`config.mk`:
```
export PLATFORM = sky130hd
export DESIGN_NAME = sobel_window_scanner
export DESIGN_NICKNAME = d
export VERILOG_FILES = /design/src/rtl/sobel_pkg.sv /design/src/rtl/sobel_col_select.sv /design/src/rtl/sobel_window_scanner.sv
export SDC_FILE = /design/constraint.sdc
export NUM_CORES = 1
export LEC_CHECK = 0
export BUFFER_PORTS_ARGS = -buffer_cell sky130_fd_sc_hd__buf_4
export CAP_MARGIN = 20
export CORE_ASPECT_RATIO = 1.4
export CORE_MARGIN = 2
export CORE_UTILIZATION = 53
export CTS_CLUSTER_SIZE = 14
export DETAILED_ROUTE_END_ITERATION = 12
export GPL_TIMING_DRIVEN = 1
export PLACE_DENSITY = 0.9
export SLEW_MARGIN = 20
export SYNTH_ARGS = -nofsm -noshare
export SYNTH_HDL_FRONTEND = slang
export SYNTH_HIERARCHICAL = 1
export SYNTH_SLANG_ARGS = --single-unit
export TNS_END_PERCENT = 10
```
`constraint.sdc`:
```
create_clock -name clk -period 10.01 [get_ports clk]
set_clock_uncertainty 0.1 [all_clocks]
set_input_delay 2.002 -clock clk [delete_from_list [all_inputs] [get_ports clk]]
set_output_delay 2.002 -clock clk [all_outputs]
set_load 0.05 [all_outputs]
```
`src/rtl/sobel_pkg.sv`:
```
// Shared types and constants for the Sobel window scanner.
//   edge_mode_t  : right-border policy (wrap, zero-pad, replicate, reserved = zero-pad)
//   scan_state_t : scanner FSM states
//   KERNEL       : window height/width (3x3)
package sobel_pkg;

  localparam int KERNEL = 3;

  typedef enum logic [1:0] {
    EDGE_WRAP = 2'd0,
    EDGE_ZERO = 2'd1,
    EDGE_REPL = 2'd2,
    EDGE_RSVD = 2'd3
  } edge_mode_t;

  typedef enum logic {
    IDLE = 1'b0,
    SCAN = 1'b1
  } scan_state_t;

endpackage

```
`src/rtl/sobel_col_select.sv`:
```
// Combinational 3-tap column selector for one buffered row.
//   row       : ROW_LEN pixels, element [ROW_LEN-1] is the leftmost pixel
//   col       : leftmost column of the window (0 = leftmost)
//   edge_mode : policy for taps that fall past the right border
//   pix       : 3 pixels, pix[2] leftmost tap, pix[0] rightmost tap
module sobel_col_select
  import sobel_pkg::*;
#(
  parameter int PIX_W   = 8,
  parameter int ROW_LEN = 8,
  parameter int COL_W   = $clog2(ROW_LEN)
) (
  input  logic [ROW_LEN-1:0][PIX_W-1:0] row,
  input  logic [COL_W-1:0]              col,
  input  logic [1:0]                    edge_mode,
  output logic [KERNEL-1:0][PIX_W-1:0]  pix
);

  // One spare bit so col+2 never overflows.
  localparam logic [COL_W:0] ROW_LEN_W  = (COL_W+1)'(ROW_LEN);
  localparam logic [COL_W:0] LAST_IDX_W = (COL_W+1)'(ROW_LEN - 1);

  for (genvar j = 0; j < KERNEL; j++) begin : g_tap
    logic [COL_W:0]   src_col;
    logic [COL_W:0]   wrap_col;
    logic [COL_W-1:0] elem;
    logic [PIX_W-1:0] tap;

    // NOTE: every signal written in always_comb gets a default first, so no path can infer a latch.
    always_comb begin
      src_col  = {1'b0, col} + (COL_W+1)'(j);
      wrap_col = (src_col < ROW_LEN_W) ? src_col : src_col - ROW_LEN_W;
      // Columns count from the left, buffer elements from the right.
      elem     = COL_W'(LAST_IDX_W - wrap_col);
      tap      = '0;
      if (src_col < ROW_LEN_W) begin
        tap = row[elem];
      end else begin
        case (edge_mode_t'(edge_mode))
          EDGE_WRAP: tap = row[elem];
          EDGE_REPL: tap = row[0];
          default:   tap = '0;  // zero-pad and reserved
        endcase
      end
    end

    assign pix[KERNEL-1-j] = tap;
  end

endmodule

```
`src/rtl/sobel_window_scanner.sv`:
```
// 3x3 window extractor for the Sobel datapath.
// Captures three rows on start and presents one window per accepted handshake,
// either a single window at start_col or every column from start_col to the row end.
//   clk, rst      : clock, asynchronous active-high reset
//   start         : capture in_buffer/start_col/scan_all/edge_mode (IDLE only)
//   in_buffer     : 3 rows of ROW_LEN pixels, element [ROW_LEN-1] leftmost
//   start_col     : first window column
//   scan_all      : 0 single window, 1 scan to the last column
//   edge_mode     : right-border policy (see sobel_pkg::edge_mode_t)
//   out_ready     : consumer accepts the presented window
//   win_valid     : sobel_matrix/win_col/last valid
//   sobel_matrix  : window, [r][2] leftmost, [r][0] rightmost
//   win_col       : column of the presented window
//   last          : presented window ends the run
//   busy          : scan in progress
//   err           : one-cycle pulse on a start with an out-of-range column
module sobel_window_scanner
  import sobel_pkg::*;
#(
  parameter int PIX_W   = 8,
  parameter int ROW_LEN = 8,
  parameter int COL_W   = $clog2(ROW_LEN)
) (
  input  logic                                   clk,
  input  logic                                   rst,
  input  logic                                   start,
  input  logic [2:0][ROW_LEN-1:0][PIX_W-1:0]     in_buffer,
  input  logic [COL_W-1:0]                       start_col,
  input  logic                                   scan_all,
  input  logic [1:0]                             edge_mode,
  input  logic                                   out_ready,
  output logic                                   win_valid,
  output logic [2:0][2:0][PIX_W-1:0]             sobel_matrix,
  output logic [COL_W-1:0]                       win_col,
  output logic                                   last,
  output logic                                   busy,
  output logic                                   err
);

  localparam logic [COL_W:0] ROW_LEN_W  = (COL_W+1)'(ROW_LEN);
  localparam logic [COL_W:0] LAST_COL_W = (COL_W+1)'(ROW_LEN - 1);

  scan_state_t state_q, state_d;

  logic [KERNEL-1:0][ROW_LEN-1:0][PIX_W-1:0] shadow_q;
  edge_mode_t                                mode_q;
  logic                                      scan_all_q;
  logic [COL_W-1:0]                          col_q;
  logic                                      last_q;
  logic                                      err_q;
  logic [KERNEL-1:0][KERNEL-1:0][PIX_W-1:0]  matrix_q;

  logic start_ok, start_bad, advance, finish;

  // Window source: live inputs when starting, captured copies while scanning.
  logic [KERNEL-1:0][ROW_LEN-1:0][PIX_W-1:0] sel_rows;
  logic [COL_W-1:0]                          sel_col;
  edge_mode_t                                sel_mode;
  logic                                      sel_scan_all;
  logic                                      next_last;
  logic [KERNEL-1:0][KERNEL-1:0][PIX_W-1:0]  matrix_d;

  // ---------------- FSM ----------------
  always_ff @(posedge clk or posedge rst) begin
    // NOTE: sequential state uses non-blocking assignments so every register samples pre-edge values.
    if (rst) state_q <= IDLE;
    else     state_q <= state_d;
  end

  always_comb begin
    state_d   = state_q;
    start_ok  = 1'b0;
    start_bad = 1'b0;
    advance   = 1'b0;
    finish    = 1'b0;
    case (state_q)
      IDLE: begin
        if (start) begin
          if ({1'b0, start_col} < ROW_LEN_W) begin
            start_ok = 1'b1;
            state_d  = SCAN;
          end else begin
            start_bad = 1'b1;
          end
        end
      end
      SCAN: begin
        // A start here is ignored, including one coinciding with the final accept.
        advance = out_ready & ~last_q;
        finish  = out_ready & last_q;
        if (finish) state_d = IDLE;
      end
      default: state_d = IDLE;
    endcase
  end

  // ---------------- window datapath ----------------
  always_comb begin
    sel_rows     = shadow_q;
    sel_col      = col_q + 1'b1;
    sel_mode     = mode_q;
    sel_scan_all = scan_all_q;
    if (state_q == IDLE) begin
      sel_rows     = in_buffer;
      sel_col      = start_col;
      sel_mode     = edge_mode_t'(edge_mode);
      sel_scan_all = scan_all;
    end
  end

  assign next_last = ~sel_scan_all | ({1'b0, sel_col} == LAST_COL_W);

  for (genvar r = 0; r < KERNEL; r++) begin : g_row
    sobel_col_select #(
      .PIX_W   (PIX_W),
      .ROW_LEN (ROW_LEN),
      .COL_W   (COL_W)
    ) u_col_select (
      .row       (sel_rows[r]),
      .col       (sel_col),
      .edge_mode (sel_mode),
      .pix       (matrix_d[r])
    );
  end

  always_ff @(posedge clk or posedge rst) begin
    if (rst) begin
      // NOTE: the shadow buffer is cleared on reset so no previous frame's pixels survive a reset.
      shadow_q   <= '0;
      mode_q     <= EDGE_WRAP;
      scan_all_q <= 1'b0;
      col_q      <= '0;
      last_q     <= 1'b0;
      err_q      <= 1'b0;
      matrix_q   <= '0;
    end else begin
      err_q <= start_bad;
      if (start_ok) begin
        shadow_q   <= in_buffer;
        mode_q     <= edge_mode_t'(edge_mode);
        scan_all_q <= scan_all;
      end
      // The next window registers on the same edge that accepts the current one.
      if (start_ok || advance) begin
        col_q    <= sel_col;
        matrix_q <= matrix_d;
        last_q   <= next_last;
      end else if (finish) begin
        last_q <= 1'b0;  // matrix and column hold their final values
      end
    end
  end

  assign win_valid    = (state_q == SCAN);
  assign busy         = (state_q == SCAN);
  assign last         = last_q;
  assign win_col      = col_q;
  assign sobel_matrix = matrix_q;
  assign err          = err_q;

endmodule

```
==> summary.md, run 1 <==
| Metric | Value |
|---|---|
| Hold path start | shadow_q[70]$_DFFE_PP0P_ |
| Critical path's top delay family | simple AND/OR/NAND/NOR gates |
| Core box area | 33830 sq um |
| CTS sink cnt | 272 |
| Largest net degree at the start of global routing | 196 |
| Full die area | 35640 sq um |
| Avg Synthesized Cell Area | 14.36 sq um |
| CP Launch Type | primary input |
| Num CTS Buffers | 28 |
| Area Growth Syn to Fin | 16.00% |
| CP Cell Sequence | buf_4 -> nor2b_1 -> or2_4 -> buf_4 -> ha_1 -> mux4_2 -> a32oi_1 -> nand2_1 -> mux2_2 |
| CTS clk-pin slew, worst paths | 0.06 ns |
| Met1 Usage GRT | 33.51% |
| Cell mode on critical path | buf_4 |
| Crit path largest cell delay | 0.90 ns |
| Initial antenna violation count | 3 |
| Clk buf depth | 3 |
| Min-Delay Path Class | flip-flop to flip-flop |
| Initial Utilization | 53.47% |
| Sequential-to-total area share from yosys stat | 37.63% |
| Post-synthesis compound-gate area fraction | 3.701% |
| GRT Overall Usage | 27.37% |
| Port Buffers | 279 |
| Num rows | 80 |
| Final Hold Fails | 0 |
| Final ANT Viol Nets | 0 |
| Grt ovf | 0 |
| Hold endpoint | shadow_q[70]$_DFFE_PP0P_ |
| Final Max Slew Viols | 0 |
| WL/cell | 25.29 microns |
| Outcome | finished, final reports clean |
| Root buffer cell | clkbuf_16 |
| Setup_tns | 0 ns |
| CTS tree | yes |
| Xor/xnor share of the synthesized area | 0.3874% |
| Relative slew slack | 27.08% |
| Met3 Usage GRT | 4.125% |
| FMAX | 177.1 MHz |
| DRT iter0 DRCs | 1015 |
| Min cycle time layout | 5.648 ns |
| Vias per cell | 6.496 |
| Top Usage Layer GRT | met2 |
| Fillers | 2477 |
| WP data required | 10.34 ns |
| Drc violations | 0 |
| IO Pins | 281 |
| Critical path class | primary input to flip-flop |
| Worst-Margin Slew | 1.094 ns |
| Via count | 12680 |
| Crit share post-route | 56.42% |
| Worst path depth | 9 |
| Met2 usage | 46.36% |
| Distinct cells, synth | 39 |
| Global-route wire length before repair | 75730 microns |
| Slowest-stage cell, CP | ha_1 |
| Hold path depth | 1 |
| Yosys reg bits | 272 |
| Commonest non-fill, non-tap cells in the layout | mux2_2 (467), buf_4 (291), dfrtp_1 (271), mux4_2 (96), mux2_4 (69) |
| CP bufs+invs | 2 |
| Largest family of logic cells by synthesized area | multiplexers |
| Synth area leader | dfrtp_1 |
| Die Wd | 160.1 microns |
| R2R cell count | 8 |
| Resize count post-CTS | 0 |
| GPL Wtd Cong | 0.8900 |
| Clk Latency, worst-skew pair | 0.56 ns |
| Die height | 222.6 microns |
| Area contributors post-synth | dfrtp_1 (38%), mux2_2 (29%), mux4_2 (12%) |
| Mapped Nets | 1469 |
| Synth Area in Simple Gates | 3.230% |
| DRT Wirelength | 49370 microns |
| Post-CTS setup buffer count | 0 |
| Adder-cell share of the synthesized area | 0.4842% |
| Mux cell area share after synthesis | 50.22% |
| Syn Inst Count | 1260 |
| Post-DP HPWL | 35390 microns |
| DRT Pass-1 Iters | 5 |
| Post-synth top area share | 37.63% |
| Worst reg-to-reg setup slack | 4.95 ns |
| H-tree depth | 1 |
| RSZ-0062 raised after global routing | false |
| Setup-failing EPs final | 0 |
| Synth warnings | 6 |
| Worst flop-to-flop path startpoint | busy$_DFF_PP0_ |
| Crit end category | flip-flop |
| Worst r2r dst | sobel_matrix[13]$_DFFE_PP0P_ |
| Critical Path AT | 5.98 ns |
| Max Fanout on Critical Path | 59 |
| Vias in the first global route | 13050 |
| Post-synth design cell area | 18090 sq um |
| Most common cell after layout, fill and taps aside | mux2_2 |
| Fraction of layout cells with a size suffix above 1 | 65.06% |
| Post-CTS Hold Buffers | 0 |
| Maxcap violations | 0 |
| Layout Nets | 1688 |
## state kept, by name, indices dropped and copies added (netlist names)
name and count:
shadow_q 192, sobel_matrix 72, win_col 3, mode_q 2
busy 1, last 1, scan_all_q 1
## synth_stat cells, drive strengths merged
cell    number
a211oi       1
nand3b       1
buf         91
ha           7
nor2b        4
clkbuf      12
nor2        25
nor3         1
mux2       536
a221oi       1
xor2         4
o21a         3
o21ai        2
and3b        3
o211ai       3
inv          3
a21o         2
nand3       24
o22ai       24
nand2       52
dfrtp      272
and4b        3
nand4b       4
a31oi        2
a32oi       24
nand2b       6
conb         1
mux4       120
or2          1
o31ai       24
xnor2        4
## stage by stage
| step | utilization, % | instances | setup WS [ns] | hold WS (ns) | area [sq um] |
|---|---|---|---|---|---|
| floorplan | - | 1260 | 0.4126 | 0.3749 | 18090 |
| finish | 62.02 | 1952 | 4.362 | 0.4011 | 20980 |
| global placement | 59.44 | 1900 | 4.111 | 0.3830 | 20110 |
| global route | 62.01 | 1951 | 4.066 | 0.4118 | 20980 |
| CTS | 61.99 | 1948 | 4.356 | 0.4041 | 20970 |
| detailed placement | 59.44 | 1900 | 3.861 | 0.3899 | 20110 |
## cells by family (layout without fill, tap and decap cells)
logic type               after synthesis  count (layout)
multiplexers                         656             656
flip-flops                           272             272
AND/OR/NAND/NOR                      124             124
buffers and inverters                106             343
AO/OA/AOI/OAI                         86              86
XOR/XNOR                               8               8
adder cells (fa/ha/maj)                7               7
other                                  1               5
## cell type report
class	instances	area (sq um)	share of cell area (%)
repair buffers	292	2205	10.51
flip-flops and latches	272	6810	32.46
inverters	3	18.77	0.08945
well taps	451	564.3	2.689
diodes	4	10.01	0.04770
clock buffers	39	793.3	3.781
multi-input cells	882	10510	50.10
clock inverters	9	70.07	0.3339
## routing by layer
metal / vias up / part of all wire [%]
met1: 6455 / 37
met3: 159 / 7.0
met5: - / 0
met4: 0 / 5.9
li1: 5370 / -
met2: 697 / 50
## how the worst max path moves through the flow
stage	start	to	slack (ns)
after global placement	start_col[0]	sobel_matrix[36]$_DFFE_PP0P_	4.11
after global routing	start_col[0]	sobel_matrix[13]$_DFFE_PP0P_	4.07
after CTS	start_col[0]	sobel_matrix[13]$_DFFE_PP0P_	4.36
after detailed placement	start_col[0]	sobel_matrix[13]$_DFFE_PP0P_	3.86
after floorplan	rst	busy$_DFF_PP0_	0.41
final	start_col[0]	sobel_matrix[13]$_DFFE_PP0P_	4.36
Power of run 1 is not shown: default switching activity piles up to over one toggle a cycle in this logic, so the estimate is an artifact.
==> run 2, diff against run 1 <==
clock period = 5.1 ns   (was 10.01 ns; I/O delays follow)
==> run 2 against run 1 <==
Effect of this change:
- global-route usage grew 0.10 points
- first-iteration DRC count increased by 4.7%
- critical path depth decreased by 1
- register-to-register slack lost 3.6 ns
- non-clock buffer count is 5 higher
- cell area increased by 0.92%
- worst hold slack worse by 0.074 ns
- sequential cell count unchanged
- final cell count grew 0.36%
- critical endpoint is now sobel_matrix[28]$_DFFE_PP0P_
- largest cell class unchanged
==> summary.md, run 2 (synthesis results as in run 1) <==
| Metric | Value |
|---|---|
| WP data required | 5.46 ns |
| Root buffer cell | clkbuf_16 |
| Port Buffers | 279 |
| CP Launch Type | flip-flop |
| GPL Wtd Cong | 0.8809 |
| DRT Pass-1 Iters | 6 |
| DRT Wirelength | 49560 microns |
| Crit end category | flip-flop |
| Crit share post-route | 73.82% |
| Min-Delay Path Class | primary input to async pin |
| Die height | 222.6 microns |
| Num rows | 80 |
| Worst reg-to-reg setup slack | 1.34 ns |
| Most common cell after layout, fill and taps aside | mux2_2 |
| Area Growth Syn to Fin | 17.06% |
| Min cycle time layout | 3.765 ns |
| Largest net degree at the start of global routing | 196 |
| Max Fanout on Critical Path | 40 |
| Post-CTS setup buffer count | 0 |
| Post-DP HPWL | 35560 microns |
| Setup-failing EPs final | 0 |
| H-tree depth | 1 |
| Outcome | finished, final reports clean |
| Vias in the first global route | 12990 |
| Setup_tns | 0 ns |
| IO Pins | 281 |
| Worst-Margin Slew | 1.116 ns |
| RSZ-0062 raised after global routing | false |
| Core box area | 33830 sq um |
| Layout Nets | 1693 |
| Cell Count, Final, Fillers Out | 1959 |
| Most flops, register | shadow_q |
| Worst r2r dst | sobel_matrix[28]$_DFFE_PP0P_ |
| Maxcap violations | 0 |
| Grt ovf | 0 |
| Drc violations | 0 |
| Final ANT Viol Nets | 0 |
| Fraction of layout cells with a size suffix above 1 | 65.63% |
| CTS tree | yes |
| Relative slew slack | 25.58% |
| CTS sink cnt | 272 |
| Initial antenna violation count | 5 |
| Clk buf depth | 3 |
| Largest register FFs | 192 |
| Resize count post-CTS | 0 |
| R2R cell count | 8 |
| Initial Utilization | 53.47% |
| Commonest non-fill, non-tap cells in the layout | mux2_2 (467), buf_4 (291), dfrtp_1 (271), mux4_2 (96), mux2_4 (69) |
| Global-route wire length before repair | 76010 microns |
| Crit path launch | win_col[0]$_DFFE_PP0P_ |
| Post-CTS Hold Buffers | 0 |
| Critical path class | flip-flop to flip-flop |
| Die Wd | 160.1 microns |
| Clk Latency, worst-skew pair | 0.57 ns |
| Final Max Slew Viols | 0 |
| FMAX | 265.6 MHz |
| Final Hold Fails | 0 |
| Worst flop-to-flop path startpoint | win_col[0]$_DFFE_PP0P_ |
| Critical Path AT | 4.12 ns |
| Final hold slack | 0.3274 ns |
| Num CTS Buffers | 28 |
| Vias per cell | 6.430 |
| Via count | 12600 |
| Full die area | 35640 sq um |
| WL/cell | 25.30 microns |
| DRT iter0 DRCs | 1063 |
| GRT Overall Usage | 27.47% |
| CTS clk-pin slew, worst paths | 0.07 ns |
| Placed insts | 1905 |
-- run 2: changes by cell type in the layout (fill, tap and decap cells not counted), sizes merged --
cell | before | now
bufinv | 1 | 2
clkinv | 8 | 7
buf | 292 | 297
clkbuf | 39 | 38
clkinvlp | 0 | 2
inv | 3 | 4
-- run 2: how the worst max path moves through the flow --
stage	to	cells after the start
after floorplan	busy$_DFF_PP0_	1
after global placement	sobel_matrix[11]$_DFFE_PP0P_	8
after detailed placement	sobel_matrix[14]$_DFFE_PP0P_	7
after CTS	sobel_matrix[8]$_DFFE_PP0P_	6
after global routing	sobel_matrix[14]$_DFFE_PP0P_	6
final	sobel_matrix[28]$_DFFE_PP0P_	8
-- run 2: metrics by stage --
| step | utilization [%] | instance area (sq um) | worst slack, ns |
|---|---|---|---|
| 2_1_floorplan | - | 18090 | 0.3846 |
| 3_3_place_gp | 59.72 | 20210 | 1.195 |
| 3_5_place_dp | 59.72 | 20210 | 1.097 |
| 4_1_cts | 62.56 | 21170 | 1.338 |
| 5_1_grt | 62.59 | 21180 | 1.159 |
| 6_report | 62.59 | 21180 | 1.335 |
-- run 2: layout make-up --
type                       count  area [sq um]
clock buffer                  38         828.3
antenna                        4         10.01
inverter                       3         15.01
fill                        2504         12660
multi-input combinational    882         10510
clock inverter                12         131.4
sequential                   272          6810
timing repair buffer         297          2305
tap                          451         564.3
-- run 2: routing by layer --
metal / routed length, microns / track usage (%)
met5: 16 / 0
met4: 2667 / 13.48
met3: 3587 / 4.200
met2: 24910 / 47.09
met1: 18390 / 33.99
-- run 2: critical path, cell delays in order (launching register included) --
cell and delay (ns):
dfrtp_1 0.41, ha_1 0.25, xor2_1 0.36, a21o_2 0.87, ha_1 0.56, mux4_2 0.57
nor2_1 0.12, o31ai_1 0.10, mux2_4 0.27
Power of run 2 is left out for the same reason.
